## src/rtl/fetch_unit.sv

```systemverilog
// -----------------------------------------------------------------------------
// fetch_unit
//
// Instruction fetch stage with a one-deep skid buffer. The fetch address PC
// is issued to instruction memory while in FETCH. When memory answers during
// a decode stall, the word is parked in a buffer and the FSM sits in HOLD with
// no request outstanding until the stall releases. A flush redirects PC to
// nPC and kills whatever was buffered or arriving that cycle.
//
// Every output is either a register or a function of registers only. This
// keeps memory timing (im_rdata/im_ack) off the decode-stage paths.
//
// Parameters
//   RESET_PC  PC value loaded on reset.
//
// Ports
//   clk       in   1   system clock, rising edge
//   reset     in   1   synchronous, active-high reset
//   nPC       in  32   next PC, loaded when fetch advances or on flush
//   stall     in   1   hazard stall; holds PC and the D-stage outputs
//   flush     in   1   redirect; kills the in-flight or buffered instruction
//   im_rdata  in  32   instruction word from instruction memory
//   im_ack    in   1   im_rdata is valid for the current request
//   PC        out 32   current fetch address
//   im_req    out  1   fetch request for address PC
//   IR_D      out 32   instruction presented to decode (0 = nop)
//   PC4_D     out 32   fetch address of IR_D plus 4
//   valid_D   out  1   IR_D holds a real instruction
//   exc_D     out  1   address-error flag for IR_D
//
// Configuration
//   FETCH_ALIGN_CHECK_EN  When defined, a fetch address with PC[1:0] != 0 is
//                         never sent to memory. Decode instead receives a nop
//                         marked valid with exc_D set. When undefined, exc_D
//                         is tied low and PC[1:0] is ignored.
// -----------------------------------------------------------------------------
module fetch_unit #(
  parameter logic [31:0] RESET_PC = 32'h0000_3000
) (
  input  logic        clk,
  input  logic        reset,
  input  logic [31:0] nPC,
  input  logic        stall,
  input  logic        flush,
  input  logic [31:0] im_rdata,
  input  logic        im_ack,
  output logic [31:0] PC,
  output logic        im_req,
  output logic [31:0] IR_D,
  output logic [31:0] PC4_D,
  output logic        valid_D,
  output logic        exc_D
);

  typedef enum logic {
    FETCH = 1'b0,
    HOLD  = 1'b1
  } state_e;

  state_e      state_q, state_d;
  logic [31:0] pc_q,    pc_d;
  logic [31:0] ir_q,    ir_d;
  logic [31:0] pc4_q,   pc4_d;
  logic        valid_q, valid_d;
  logic [31:0] buf_q,   buf_d;

  // The addition wraps naturally at 32 bits: 32'hFFFF_FFFC + 4 = 0.
  logic [31:0] pc_plus4;
  assign pc_plus4 = pc_q + 32'd4;

`ifdef FETCH_ALIGN_CHECK_EN
  logic exc_q, exc_d;
  logic misalign;
  assign misalign = (state_q == FETCH) && (pc_q[1:0] != 2'b00);
  assign im_req   = (state_q == FETCH) && !misalign;
  assign exc_D    = exc_q;
`else
  assign im_req   = (state_q == FETCH);
  assign exc_D    = 1'b0;
`endif

  assign PC      = pc_q;
  assign IR_D    = ir_q;
  assign PC4_D   = pc4_q;
  assign valid_D = valid_q;

  // Next-state logic. Priority below reset: flush > stall > im_ack.
  always_comb begin
    // NOTE: every _d gets its hold value first, so each branch only lists
    // what changes and no path through the block can infer a latch.
    state_d = state_q;
    pc_d    = pc_q;
    ir_d    = ir_q;
    pc4_d   = pc4_q;
    valid_d = valid_q;
    buf_d   = buf_q;

    if (flush) begin
      // A response that arrives together with the flush belongs to the
      // killed path, so it is dropped. PC4_D is left alone because it is
      // meaningless while valid_D is low.
      state_d = FETCH;
      pc_d    = nPC;
      ir_d    = 32'd0;
      valid_d = 1'b0;
      buf_d   = 32'd0;
    end else begin
      unique case (state_q)
        FETCH: begin
`ifdef FETCH_ALIGN_CHECK_EN
          if (misalign) begin
            // No request was issued, so im_ack is ignored. The fault travels
            // down the pipe as a valid nop flagged by exc_D.
            if (!stall) begin
              pc_d    = nPC;
              ir_d    = 32'd0;
              pc4_d   = pc_plus4;
              valid_d = 1'b1;
            end
          end else
`endif
          if (stall) begin
            // Memory answered, but decode cannot take the word. Park it and
            // stop requesting until the stall clears.
            if (im_ack) begin
              buf_d   = im_rdata;
              state_d = HOLD;
            end
          end else if (im_ack) begin
            pc_d    = nPC;
            ir_d    = im_rdata;
            pc4_d   = pc_plus4;
            valid_d = 1'b1;
          end else begin
            // No response yet: insert a bubble and retry the same PC.
            ir_d    = 32'd0;
            valid_d = 1'b0;
          end
        end

        HOLD: begin
          // PC has been frozen since the buffered word was fetched, so
          // PC+4 still describes that word.
          if (!stall) begin
            state_d = FETCH;
            pc_d    = nPC;
            ir_d    = buf_q;
            pc4_d   = pc_plus4;
            valid_d = 1'b1;
          end
        end

        default: state_d = FETCH;
      endcase
    end

`ifdef FETCH_ALIGN_CHECK_EN
    // Every unstalled cycle, and every flush, rewrites the D stage. exc_D
    // follows the fault condition on those edges and holds otherwise.
    exc_d = exc_q;
    if (flush || !stall) begin
      exc_d = misalign && !flush;
    end
`endif
  end

  always_ff @(posedge clk) begin
    // NOTE: state registers use non-blocking assignments. Every register
    // then samples pre-edge values, whatever order the statements are in.
    if (reset) begin
      state_q <= FETCH;
      pc_q    <= RESET_PC;
      ir_q    <= 32'd0;
      pc4_q   <= 32'd0;
      valid_q <= 1'b0;
      buf_q   <= 32'd0;
`ifdef FETCH_ALIGN_CHECK_EN
      exc_q   <= 1'b0;
`endif
    end else begin
      state_q <= state_d;
      pc_q    <= pc_d;
      ir_q    <= ir_d;
      pc4_q   <= pc4_d;
      valid_q <= valid_d;
      buf_q   <= buf_d;
`ifdef FETCH_ALIGN_CHECK_EN
      exc_q   <= exc_d;
`endif
    end
  end

endmodule

```

## config.mk

```make
export PLATFORM = sky130hd
export DESIGN_NAME = fetch_unit
export DESIGN_NICKNAME = d
export VERILOG_FILES = /design/src/rtl/fetch_unit.sv
export SDC_FILE = /design/constraint.sdc
export NUM_CORES = 1
export LEC_CHECK = 0
export ABC_AREA = 1
export ABC_CLOCK_PERIOD_IN_PS = 1800
export BUFFER_PORTS_ARGS = -buffer_cell sky130_fd_sc_hd__buf_4
export CORE_UTILIZATION = 44
export DETAILED_ROUTE_END_ITERATION = 8
export PLACE_DENSITY = 0.71
export RECOVER_POWER = 50
export SLEW_MARGIN = 20
export SYNTH_ARGS = -nofsm -noshare
export SYNTH_HDL_FRONTEND = slang
export SYNTH_SLANG_ARGS = --single-unit
```

## constraint.sdc

```tcl
create_clock -name clk -period 1.8 [get_ports clk]
set_input_delay 0.18 -clock clk [delete_from_list [all_inputs] [get_ports clk]]
set_output_delay 0.18 -clock clk [all_outputs]
set_load 0.02 [all_outputs]
```

# Word-level counts from Yosys, hierarchy flattened
# Cells that the tools add are included.
dict set report totals {
  wordCells 40
  out_inout_bits 99
  reg_bits 130
  input_bits 69
}
dict set report op_classes {
  n_addsub 1
  n_bitwise 2
  reduce_logical 5
  muxes 20
  n_eq_ne 6
}
# operator count
set op_table {}
lappend op_table {{$mux W32} 10}
lappend op_table {{$pmux W32 S2} 3}
lappend op_table {{$add A32 B3 Y32 const B} 1}
lappend op_table {{$ne A3 B3 Y1 const B} 3}
lappend op_table {{$ne A2 B2 Y1 const B} 3}
lappend op_table {{$reduce_and A3 Y1} 2}
lappend op_table {{$mux W1} 5}
lappend op_table {{$pmux W1 S2} 2}
lappend op_table {{$reduce_and A4 Y1} 1}
lappend op_table {{$not A1 Y1} 2}
lappend op_table {{$reduce_and A2 Y1} 1}
lappend op_table {{$reduce_or A2 Y1} 1}

# Depth between registers and ports, before layout
dict set report depth {
  depth_word 4
  ltp_mapped 10
  mapped_depth_nobuf 10
}

# Worst setup path before layout
# No wires, ideal clock.
dict set report synth_path {
  kind {reg-to-reg}
  from {register pc_q[2] (netlist: PC[2])}
  to {register pc4_q[28] (netlist: PC4_D[28])}
  path_buffers 0
  setup_ns 0.109
  slack_ns 0.310
  path_stages_with_launch 11
  period_less_slack_ns 1.490
  required_ns 1.691
  arrival_ns 1.381
  cell_sequence {dfxtp_1 > ha_1 > nand2_1 > nor2_4 > nand2_2 > nor2_1 > nand2_1 > nand2_1 > nand3_1 > nand2_1 > inv_1}
}
dict set report synth_between {
  elab_chain_cells 4
  word_cells_on_any_way 5
  cone_classes {add/sub (1); mux (4)}
}
# element line_no
set synth_lines {}
lappend synth_lines {{from (decl)} 61} ;# logic [31:0] pc_q, pc_d;
lappend synth_lines {{from (signal assigned)} 182} ;# pc_q <= pc_d;
lappend synth_lines {{$add A32 B3 Y32 (*)} 69} ;# assign pc_plus4 = pc_q + 32'd4;
lappend synth_lines {{$mux W32} 129} ;# end else if (im_ack) begin
lappend synth_lines {{$mux W32} 122} ;# if (stall) begin
lappend synth_lines {{$pmux W32 S2 (*)} 108} ;# unique case (state_q)
lappend synth_lines {{to (signal assigned)} 184} ;# pc4_q <= pc4_d;
lappend synth_lines {{to (decl)} 63} ;# logic [31:0] pc4_q, pc4_d;
# Mark *: on every way between the ends. The rest lies on a longest branch, timed or not. The select of a mux whose other input is x is not followed.
# A chain may end at the register's enable or synchronous reset.

# Final worst setup path
dict set report layout_path {
  from {register state_q}
  to {output port im_req}
}
dict set report layout_between {
  elab_chain_cells 1
}
# element line_no
set layout_lines {}
lappend layout_lines {{from (decl)} 60} ;# state_e state_q, state_d;
lappend layout_lines {{from (signal assigned)} 181} ;# state_q <= state_d;
lappend layout_lines {{$not A1 Y1} n/a}
lappend layout_lines {{to (decl)} 48} ;# output logic im_req,
# Every way passes these cells.

==> impl_metrics.yaml <==
pwr:
  power.density_cell_area_nw_per_um2: 1046
  worst_ir_drop_vdd_mv: 0.6886
  power_switching_share: 0.2660
  switching_power_mw: 2.075
  p_seq_frac: 0.404
  clkPwrFrac: 0.471
  power_report.internal_total_mw: 5.727
  combinationalPowerShare: 0.124
  p_leak_nw: 3.087
finish:
  drive_gt1_frac: 0.1649
  fillers: 1213
  layout.cell_area.non_filler_um2: 7461
  final_common_cell: "sky130_fd_sc_hd__nor2_1"
  final_cell_mix: "sky130_fd_sc_hd__nor2_1, sky130_fd_sc_hd__dfxtp_1, sky130_fd_sc_hd__nand2_1"
  layout_area_overhead_pct: 32.31
  final_nets: 1021
  final_util: 0.6085
  antennaDiodeCount: 0
cts:
  worst_skew_pair.late_latency_ns: 0.42
  post_cts.resized_instances: 0
  htreeDepth: 4
  clock_slew_at_the_register_clock_pins_of_the_worst_setup_and_hold_paths_ns: 0.06
  ctsLongestPathBuffers: 2
  root_buffer: "sky130_fd_sc_hd__clkbuf_16"
  tritoncts: "built"
  cts_num_sinks: 130
  tritoncts.num_buffers: 17
floorplan:
  floorplan.die.height_um: 115.2
  count_of_standard_cell_rows: 40
  horizontal_die_dimension_um: 115.2
  core-area_um2: 12260
  starting_utilization_of_the_core_area: 0.4599
  dieArea_um2: 13270
  io_pins: 168
place:
  placed_cell_area_um2: 7061
  dpl.hpwl_um: 11650
  gp_routability_congestion: 0.9240
  portBuffers: 166
drt:
  first_iter_violations: 390
  post_drt_wl_per_cell_um: 14.57
  post_detailed_route_count_of_antenna_violating_nets: 0
  vias_per_cell: 5.000
  drc: 0
  first_pass_iters: 6
  via_count: 5660
  aggregate_routed_wire_length_um: 16490
worst_setup_path:
  worst_ep_arrival_time_ns: 1.48
  rr_endpoint: "buf_q[20]"
  kind_of_end_point_of_the_critical_path: "output port"
  setup.worst_path.class: "reg2out"
  setup.worst_path.end: "im_req"
  startpoint: "state_q"
  rrSetupSlack_ns: 0.26
  r2r_start: "state_q"
  rr_worst_depth: 5
  critPathMaxFanout: 24
  startpoint_type: "register"
  critical_path_required_ns: 1.62
timing:
  rsz0062_at_grt: "false"
  drv_slew: 0
  count_of_final_hold_check_violations: 0
  worst-slew-pin-transition_ns: 0.7199
  timing.clock.skew_ns: 0.007167
  final-setup-viol-count: 0
  setup-tns-final_ns: 0
  min_period_ns: 1.661
  finalCritPeriodShare: 0.9230
  slew-limit-headroom: 0.5201
  fmaxAchievable_mhz: 601.9
synth:
  synthesis.area_um2: 5639
  synth_warnings: 0
  post_synth_num_cell_types: 31
  syn_nets: 850
  synthesis.instances: 780
  syn_avg_cell_area_um2: 7.230
  yosys_register_bits: 130
  seq_area_frac_synth: 0.4615
global_routing:
  grt_pass1_wl_um: 26170
  grt-ovfl-total: 0
  grt_max_degree: 45
  first_global_vias: 5283
  grt_antenna_before_repair: 0
  track_usage: 0.2578
worst_hold_path:
  hp-class: "in2reg"
run:
  cap_viol_max_count: 0
status:
  result_of_the_run: "finished clean"
## power by group through the flow
stage | clock network, mW | logic [mW] | registers [mW]
3_3_place_gp | 0 | 1.03 | 3.21
5_1_grt | 3.86 | 1.07 | 3.17
3_5_place_dp | 0 | 1.04 | 3.21
6_report | 3.68 | 0.970 | 3.15
4_1_cts | 3.72 | 1.06 | 3.15
2_1_floorplan | 0 | 0.442 | 3.33
## through the flow
stage | instances | setup WS [ns] | hold WS, ns | power, mW
after floorplan | 780 | 0.3104 | 0.2849 | 3.772
after global placement | 1090 | 0.3417 | 0.4050 | 4.244
after detailed placement | 1090 | 0.2863 | 0.4057 | 4.249
after CTS | 1132 | 0.1077 | 0.002164 | 7.932
after global routing | 1132 | 0.05061 | 0.01759 | 8.104
final | 1132 | 0.1387 | 0.02113 | 7.802
## state kept, by name, summed over array words and instances, names as in the netlist
signal,count
IR_D,32
PC4_D,32
buf_q,32
PC,32
state_q,1
valid_D,1
## layer usage
layer  GRT usage  vias to the layer above  wire [um]
met5           0                        -          0
met4      0.1091                        0        344
met3     0.07222                       29       1187
met2      0.4064                      187       7498
met1      0.3311                     2556       7464
li1            -                     2888          -
## cells by family (layout without fill, tap and decap cells)
group                      after synthesis  after routing  synth area share
and+or+nand+nor                        299            299            0.2208
DFF                                    130            130            0.4615
AOI/OAI and AO/OA                      241            241            0.2239
xor gates and xnor gates                 6              6          0.009319
buffers and inverters                  102            286           0.08165
other                                    1              1         0.0006650
adders and majority gates                1              1          0.002218
## cell usage after synthesis (all sizes together)
master	n	area share
o21ai	125	0.11
a21boi	1	0.0013
inv	53	0.036
nand2	123	0.084
xor2	1	0.0016
o21a	15	0.020
o21bai	2	0.0027
clkbuf	22	0.015
xnor2	5	0.0078
buf	25	0.030
dfxtp	130	0.46
ha	1	0.0022
or2	1	0.0011
a21oi	98	0.087
nand3	27	0.024
and2	2	0.0022
clkinv	2	0.0016
conb	1	0.00066
nor2	146	0.11
## worst max-delay path, cell delays in order (launching register included)
cell and delay (ns):
sky130_fd_sc_hd__dfxtp_1 0.46, sky130_fd_sc_hd__buf_4 0.33, sky130_fd_sc_hd__inv_1 0.10, sky130_fd_sc_hd__buf_4 0.17
## worst min path at each step
stage	startpoint	end	slack [ns]	depth (start not counted)
floorplan	reset	PC[13]	0.28	2
global placement	nPC[6]	PC[6]	0.40	3
detailed placement	nPC[13]	PC[13]	0.41	3
CTS	nPC[10]	PC[10]	0.002	3
global route	nPC[1]	PC[1]	0.02	3
finish	nPC[1]	PC[1]	0.02	3
## area by class of cell
cell class / instances / area, um^2 / share of cell area
multi-input combinational: 548 / 2579 / 0.3456
clock inverter: 15 / 210.2 / 0.02817
clock buffer: 17 / 425.4 / 0.05702
sequential: 130 / 2603 / 0.3488
timing repair buffer: 199 / 1224 / 0.1640
inverter: 55 / 210.2 / 0.02817
tap: 168 / 210.2 / 0.02817
## what timing repair did
item                                   CTS  global route
buffers inserted                         0             0
endpoints found under the hold margin   10             0
hold buffers                            10             0
No activity file was read; power rests on OpenSTA's default activity.
